===== config.mk =====
export PLATFORM = sky130hd
export DESIGN_NAME = decode_stage
export DESIGN_NICKNAME = d
export VERILOG_FILES = /design/src/rtl/decode_pkg.sv /design/src/rtl/register_file.sv /design/src/rtl/decode_stage.sv
export SDC_FILE = /design/constraint.sdc
export NUM_CORES = 1
export LEC_CHECK = 0
export ABC_AREA = 1
export CAP_MARGIN = 20
export CORE_MARGIN = 2
export CORE_UTILIZATION = 35
export DETAILED_ROUTE_END_ITERATION = 8
export GPL_TIMING_DRIVEN = 0
export PLACE_DENSITY = 0.5
export SLEW_MARGIN = 10
export SYNTH_ARGS = -nofsm -noshare
export SYNTH_HDL_FRONTEND = slang
export SYNTH_SLANG_ARGS = --single-unit

===== constraint.sdc =====
create_clock -name clock -period 6.7 [get_ports clock]
set_clock_uncertainty 0.1 [all_clocks]
set_input_delay 1.34 -clock clock [delete_from_list [all_inputs] [get_ports clock]]
set_output_delay 1.34 -clock clock [all_outputs]
set_load 0.05 [all_outputs]

===== src/rtl/decode_pkg.sv =====
// decode_pkg: instruction field positions, immediate modes and the ID/EX pipe register layout.
package decode_pkg;

    localparam int unsigned DATA_W   = 32;
    localparam int unsigned NUM_REGS = 16;
    localparam int unsigned REG_AW   = 4;

    localparam int unsigned OPC_HI   = 31;
    localparam int unsigned OPC_LO   = 29;
    localparam int unsigned FUNCT_HI = 28;
    localparam int unsigned FUNCT_LO = 27;
    localparam int unsigned RD_HI    = 26;
    localparam int unsigned RD_LO    = 23;
    localparam int unsigned RS1_HI   = 22;
    localparam int unsigned RS1_LO   = 19;
    localparam int unsigned RS2_HI   = 18;
    localparam int unsigned RS2_LO   = 15;
    localparam int unsigned IMM15_W  = 15;
    localparam int unsigned IMM19_W  = 19;

    typedef enum logic [1:0] {
        EXT_ZERO   = 2'b00,
        EXT_SIGN   = 2'b01,
        EXT_SIGN19 = 2'b10,
        EXT_UPPER  = 2'b11
    } ext_sel_t;

    typedef struct packed {
        logic                valid;
        logic [DATA_W-1:0]   pc;
        logic [DATA_W-1:0]   rs1_data;
        logic [DATA_W-1:0]   rs2_data;
        logic [DATA_W-1:0]   imm;
        logic [REG_AW-1:0]   rd;
        logic [REG_AW-1:0]   rs1;
        logic [REG_AW-1:0]   rs2;
        logic [1:0]          branch;
        logic                rb_selector;
        logic                we;
        logic                wr_en;
        logic                mem_rd;
    } id_ex_t;

endpackage


===== src/rtl/register_file.sv =====
// register_file: 2 combinational read ports, 1 write port, write-through bypass, r0 hardwired to zero.
module register_file
    import decode_pkg::*;
#(
    parameter int unsigned N     = DATA_W,
    parameter int unsigned NREGS = NUM_REGS
) (
    input  logic              clock,
    input  logic              reset,
    input  logic [REG_AW-1:0] rd_addr1,
    input  logic [REG_AW-1:0] rd_addr2,
    output logic [N-1:0]      rd_data1,
    output logic [N-1:0]      rd_data2,
    input  logic              wr_en,
    input  logic [REG_AW-1:0] wr_addr,
    input  logic [N-1:0]      wr_data
);

    logic [N-1:0] r_regs [NREGS];
    logic         w_wr_ok;

    assign w_wr_ok = wr_en && (wr_addr != '0);

    // Storage: cleared on reset, written on the edge, r0 never written
    always_ff @(posedge clock) begin
        if (!reset) begin
            for (int i = 0; i < int'(NREGS); i++) begin
                r_regs[i] <= '0;
            end
        end else if (w_wr_ok) begin
            r_regs[wr_addr] <= wr_data;
        end
    end

    // Read ports: same-cycle WB value wins over stored contents
    always_comb begin
        rd_data1 = '0;
        rd_data2 = '0;
        if (w_wr_ok && (wr_addr == rd_addr1)) begin
            rd_data1 = wr_data;
        end else if (rd_addr1 != '0) begin
            rd_data1 = r_regs[rd_addr1];
        end
        if (w_wr_ok && (wr_addr == rd_addr2)) begin
            rd_data2 = wr_data;
        end else if (rd_addr2 != '0) begin
            rd_data2 = r_regs[rd_addr2];
        end
    end

endmodule


===== src/rtl/decode_stage.sv =====
// decode_stage: ID pipeline stage - field slicing, register read, immediate extension,
// load-use hazard detection and the ID/EX pipe register.
// Optional macro DECODE_STALL_CNT_EN adds a 32-bit count of hazard-bubble cycles (stall_count).
module decode_stage
    import decode_pkg::*;
#(
    parameter int unsigned N     = DATA_W,
    parameter int unsigned NREGS = NUM_REGS
) (
    input  logic              clock,
    input  logic              reset,
    input  logic              id_valid,
    input  logic [N-1:0]      instruction_id,
    input  logic [N-1:0]      pc_id,
    input  logic [1:0]        branch,
    input  logic [1:0]        ext_selector,
    input  logic              rb_selector,
    input  logic              we,
    input  logic              wr_en,
    input  logic              mem_rd,
    input  logic              uses_rs2,
    input  logic              flush,
    input  logic              hold,
    input  logic              wb_we,
    input  logic [3:0]        wb_rd,
    input  logic [N-1:0]      wb_data,
    output logic [2:0]        opcode,
    output logic [1:0]        funct,
    output logic              stall,
    output logic              ex_valid,
    output logic [N-1:0]      ex_pc,
    output logic [N-1:0]      ex_rs1_data,
    output logic [N-1:0]      ex_rs2_data,
    output logic [N-1:0]      ex_imm,
    output logic [3:0]        ex_rd,
    output logic [3:0]        ex_rs1,
    output logic [3:0]        ex_rs2,
    output logic [1:0]        ex_branch,
    output logic              ex_rb_selector,
    output logic              ex_we,
    output logic              ex_wr_en,
    output logic              ex_mem_rd
`ifdef DECODE_STALL_CNT_EN
    ,
    output logic [31:0]       stall_count
`endif
);

    logic [REG_AW-1:0]  w_rd;
    logic [REG_AW-1:0]  w_rs1;
    logic [REG_AW-1:0]  w_rs2;
    logic [IMM15_W-1:0] w_imm15;
    logic [IMM19_W-1:0] w_imm19;
    logic [N-1:0]       w_imm;
    logic [N-1:0]       w_rs1_data;
    logic [N-1:0]       w_rs2_data;
    logic               w_hz;
    id_ex_t             w_dec;
    id_ex_t             r_idex;

    assign opcode  = instruction_id[OPC_HI:OPC_LO];
    assign funct   = instruction_id[FUNCT_HI:FUNCT_LO];
    assign w_rd    = instruction_id[RD_HI:RD_LO];
    assign w_rs1   = instruction_id[RS1_HI:RS1_LO];
    assign w_rs2   = instruction_id[RS2_HI:RS2_LO];
    assign w_imm15 = instruction_id[IMM15_W-1:0];
    assign w_imm19 = instruction_id[IMM19_W-1:0];

    register_file #(
        .N     (N),
        .NREGS (NREGS)
    ) u_register_file (
        .clock    (clock),
        .reset    (reset),
        .rd_addr1 (w_rs1),
        .rd_addr2 (w_rs2),
        .rd_data1 (w_rs1_data),
        .rd_data2 (w_rs2_data),
        .wr_en    (wb_we),
        .wr_addr  (wb_rd),
        .wr_data  (wb_data)
    );

    // Immediate extension selected by the control unit
    always_comb begin
        w_imm = '0;
        case (ext_sel_t'(ext_selector))
            EXT_ZERO:   w_imm = N'(w_imm15);
            EXT_SIGN:   w_imm = {{(N-IMM15_W){w_imm15[IMM15_W-1]}}, w_imm15};
            EXT_SIGN19: w_imm = {{(N-IMM19_W){w_imm19[IMM19_W-1]}}, w_imm19};
            EXT_UPPER:  w_imm = N'({w_imm15, 16'h0000});
            default:    w_imm = '0;
        endcase
    end

    // Load-use hazard against the load sitting in EX; hold and flush mask the stall
    assign w_hz  = id_valid && r_idex.valid && r_idex.mem_rd && (r_idex.rd != '0) &&
                   ((w_rs1 == r_idex.rd) || (uses_rs2 && (w_rs2 == r_idex.rd)));
    assign stall = w_hz && !flush && !hold;

    // Decoded payload; control bits are qualified by id_valid
    always_comb begin
        w_dec             = '0;
        w_dec.valid       = id_valid;
        w_dec.pc          = pc_id;
        w_dec.rs1_data    = w_rs1_data;
        w_dec.rs2_data    = w_rs2_data;
        w_dec.imm         = w_imm;
        w_dec.rd          = w_rd;
        w_dec.rs1         = w_rs1;
        w_dec.rs2         = w_rs2;
        w_dec.branch      = branch & {2{id_valid}};
        w_dec.rb_selector = rb_selector & id_valid;
        w_dec.we          = we & id_valid;
        w_dec.wr_en       = wr_en & id_valid;
        w_dec.mem_rd      = mem_rd & id_valid;
    end

    // ID/EX pipe register: reset > flush > hold > hazard bubble > load
    always_ff @(posedge clock) begin
        if (!reset) begin
            r_idex <= '0;
        end else if (flush) begin
            r_idex <= '0;
        end else if (hold) begin
            r_idex <= r_idex;
        end else if (w_hz) begin
            r_idex <= '0;
        end else begin
            r_idex <= w_dec;
        end
    end

`ifdef DECODE_STALL_CNT_EN
    logic [31:0] r_stall_count;

    // Counts cycles in which a hazard bubble is inserted; wraps naturally
    always_ff @(posedge clock) begin
        if (!reset) begin
            r_stall_count <= '0;
        end else if (!flush && !hold && w_hz) begin
            r_stall_count <= r_stall_count + 32'd1;
        end
    end

    assign stall_count = r_stall_count;
`endif

    assign ex_valid       = r_idex.valid;
    assign ex_pc          = r_idex.pc;
    assign ex_rs1_data    = r_idex.rs1_data;
    assign ex_rs2_data    = r_idex.rs2_data;
    assign ex_imm         = r_idex.imm;
    assign ex_rd          = r_idex.rd;
    assign ex_rs1         = r_idex.rs1;
    assign ex_rs2         = r_idex.rs2;
    assign ex_branch      = r_idex.branch;
    assign ex_rb_selector = r_idex.rb_selector;
    assign ex_we          = r_idex.we;
    assign ex_wr_en       = r_idex.wr_en;
    assign ex_mem_rd      = r_idex.mem_rd;

endmodule


==> out/qor.yml <==
placed_design:
  place_congestion: 0.956
  hpwl_mm: 124
  port_buffers: 250
grt:
  grt-ovfl-total: 0
  grt_usage_pct: 29.8
  grt_max_degree: 33
  antenna_found_initial: 10
  grt_first_pass_wirelength_mm: 234
  first_global_vias: 33687
synthesis:
  synth_cell_type_count: 33
  yosys_warnings: 0
  yosysTopAreaCell: "edfxtp_1"
  syn_inst: 5158
  syn_area_um2: 37400
  synth-seq-area-share_pct: 49.0
  yosys-top-cells-area: "edfxtp_1 41%, nand2_1 19%, nand3_1 11%"
  synth_top_area_share_pct: 41.1
  synth_seq_cells: 659
  synth_area_per_cell_um2: 7.25
worst_setup_path:
  critPathRequiredTime_ps: 5260
  endpoint_kind: "output pin"
  worstPathMaxFanout: 10
  critPathArrivalTime_ps: 3940
  rr_endpoint: "ex_rs2_data[11]"
  r2r-start: "ex_rd[1]"
  r2r_cells: 11
  startpoint_type: "input port"
  criticalPathCategory: "in -> out"
  r2r_slack_ps: 4150
route:
  drtIter0Drc: 4201
  first_pass_iters: 6
  drt_wl_total_mm: 166
  antenna_left: 0
  via_per_inst: 5.16
  num_vias: 36112
  wl_per_cell_um: 23.7
  drc: 0
timing:
  report.final.slew_viol_count: 0
  whs_ps: 362
  hold_viol_final: 0
  fmax_ghz: 0.186
  max_slew.worst_pin.slew_ps: 1170
  rsz0062_at_grt: "false"
  fin_crit_sh_pct: 80.3
  setup_viol: 0
  slew_headroom_pct: 22.2
  fin_tns_setup_ps: 0
  fin_crit_ps: 5380
final_layout:
  fin_nets: 5652
  fill_cells: 10982
  post_route_cells_drive_above_1_share_pct: 8.90
  register_area_um2: 18300
  areaGrowthSynthToFinish_pct: 19.6
  multiInputGateArea_um2: 14800
worst_hold_path:
  worstHoldEndpoint: "ex_pc[5]"
  hold_class: "reg -> reg"
  min_from: "ex_pc[5]"
  hold_depth: 2
cts:
  htreeDepth: 3
  clk_latency_ps: 660
  cts-root-buf: "clkbuf_16"
  cts_tree: "yes"
  cts.clk_slew.worst_paths_ps: 60
  cts_made_buffers: 81
  cts_resized: 0
  cts_hold_buf: 0
  post-cts-setup-buffer-count: 0
  cts_buffer_depth: 3
  clkSinkCount: 659
flow_run:
  cap_viol_max_count: 0
run_status:
  status: "complete, no violations"
power_and_ir_drop:
  netSwitchingFraction_pct: 29.9
  power.total_uw: 11000
  p_int_uw: 7680
  seq_power_share_pct: 42.7
  clkPwrFrac_pct: 40.5
  p_leak_uw: 0.0208
  p_per_area_nw_per_um2: 245
  p_sw_uw: 3280
  p_comb_share_pct: 16.7
  vdd_ir_drop_max_v: 0.000169
die:
  ioPinCount: 268
  chipWidth_um: 331
  start_util_pct: 35.4
  core_area_um2: 106000
  dieArea_um2: 109000
  rows: 119
  chipHeight_um: 331
worst max-delay path, stage by stage:
cell	delay [ps]
clkdlybuf4s50_1	580
xor2_1	220
nor2_1	120
nand3_2	140
nand2_1	110
nand3_2	160
buf_2	260
nor3_1	150
clkdlybuf4s50_1	840
per-stage QoR:
step           instance area (µm²)  util [%]  cells  worst slack, ps
5_1_grt                      44700      42.4   6996             1250
6_report                     44700      42.4   6996             1320
3_3_place_gp                 41700      39.5   6830              484
3_5_place_dp                 42100      39.9   6845             1340
4_1_cts                      44700      42.4   6995             1350
2_1_floorplan                37500         -   5189             2000
registers in the layout (all words and copies together), names as in the netlist:
register                cells
ex_branch                   2
ex_mem_rd                   1
ex_we                       1
ex_imm                     32
ex_rs1_data                32
ex_rs1                      4
u_register_file.r_regs    512
ex_valid                    1
ex_rb_selector              1
ex_rs2_data                32
ex_rd                       4
ex_rs2                      4
ex_wr_en                    1
ex_pc                      32
logic make-up after synthesis:
kind of cell	share of synthesized area (%)
DFF	49.0
and+or+nand+nor	36.7
xor gates and xnor gates	0.234
buffers and inverters	11.7
AOI/OAI and AO/OA	2.36
other	0.0100
cell usage in the layout (no fill, tap or decap), drive strengths merged, types with 21 or more instances in the layout:
cell type / instances
clkinv: 65
buf: 293
o21ai: 21
a21oi: 149
edfxtp: 512
nor2: 563
nand3: 820
clkbuf: 207
conb: 32
nand2: 1912
inv: 603
clkdlybuf4s50: 250
dfxtp: 147
metal layers:
metal,vias up,track usage [%],share of wire (%)
met5,-,0,0.021
met4,6,14.4,5.2
met3,336,4.56,7.8
met2,1666,45.3,44
met1,17240,41.4,43
li1,16864,-,-
layout make-up:
cell class                 instances  share of cell area (%)
clock buffer                     106                    4.98
antenna                            1                 0.00560
tap                             1391                    3.89
sequential                       659                    41.0
buffer                           379                    4.49
timing repair buffer             265                    6.38
inverter                         632                    5.31
clock inverter                    44                   0.814
multi-input combinational       3519                    33.2
cells in the mapped netlist, drive strengths merged:
| library cell | number |
|---|---|
| a21oi | 149 |
| and3 | 1 |
| buf | 278 |
| clkbuf | 101 |
| clkinv | 32 |
| conb | 1 |
| dfxtp | 147 |
| edfxtp | 512 |
| inv | 600 |
| nand2 | 1912 |
| nand3 | 820 |
| nand4 | 7 |
| nor2 | 563 |
| nor3 | 1 |
| o211ai | 2 |
| o21ai | 21 |
| or2 | 1 |
| xnor2 | 4 |
| xor2 | 6 |
power by group through the flow:
stage	Clock, µW	Combinational [µW]	Sequential [µW]
after global placement	0	1760	4770
after global routing	4630	1970	4700
after CTS	4480	1810	4680
after floorplan	0	940	4870
after detailed placement	0	1800	4770
final	4440	1840	4680
worst max-delay path by stage:
stage | start | endpoint | slack [ps] | cells after the start
floorplan | instruction_id[22] | stall | 2000 | 8
global placement | reset | u_register_file.r_regs[12][6] | 480 | 8
detailed placement | instruction_id[18] | stall | 1340 | 9
CTS | instruction_id[18] | stall | 1350 | 9
global route | instruction_id[18] | stall | 1250 | 9
finish | instruction_id[18] | stall | 1320 | 9
Note: power is estimated with default switching activity, not from simulation.
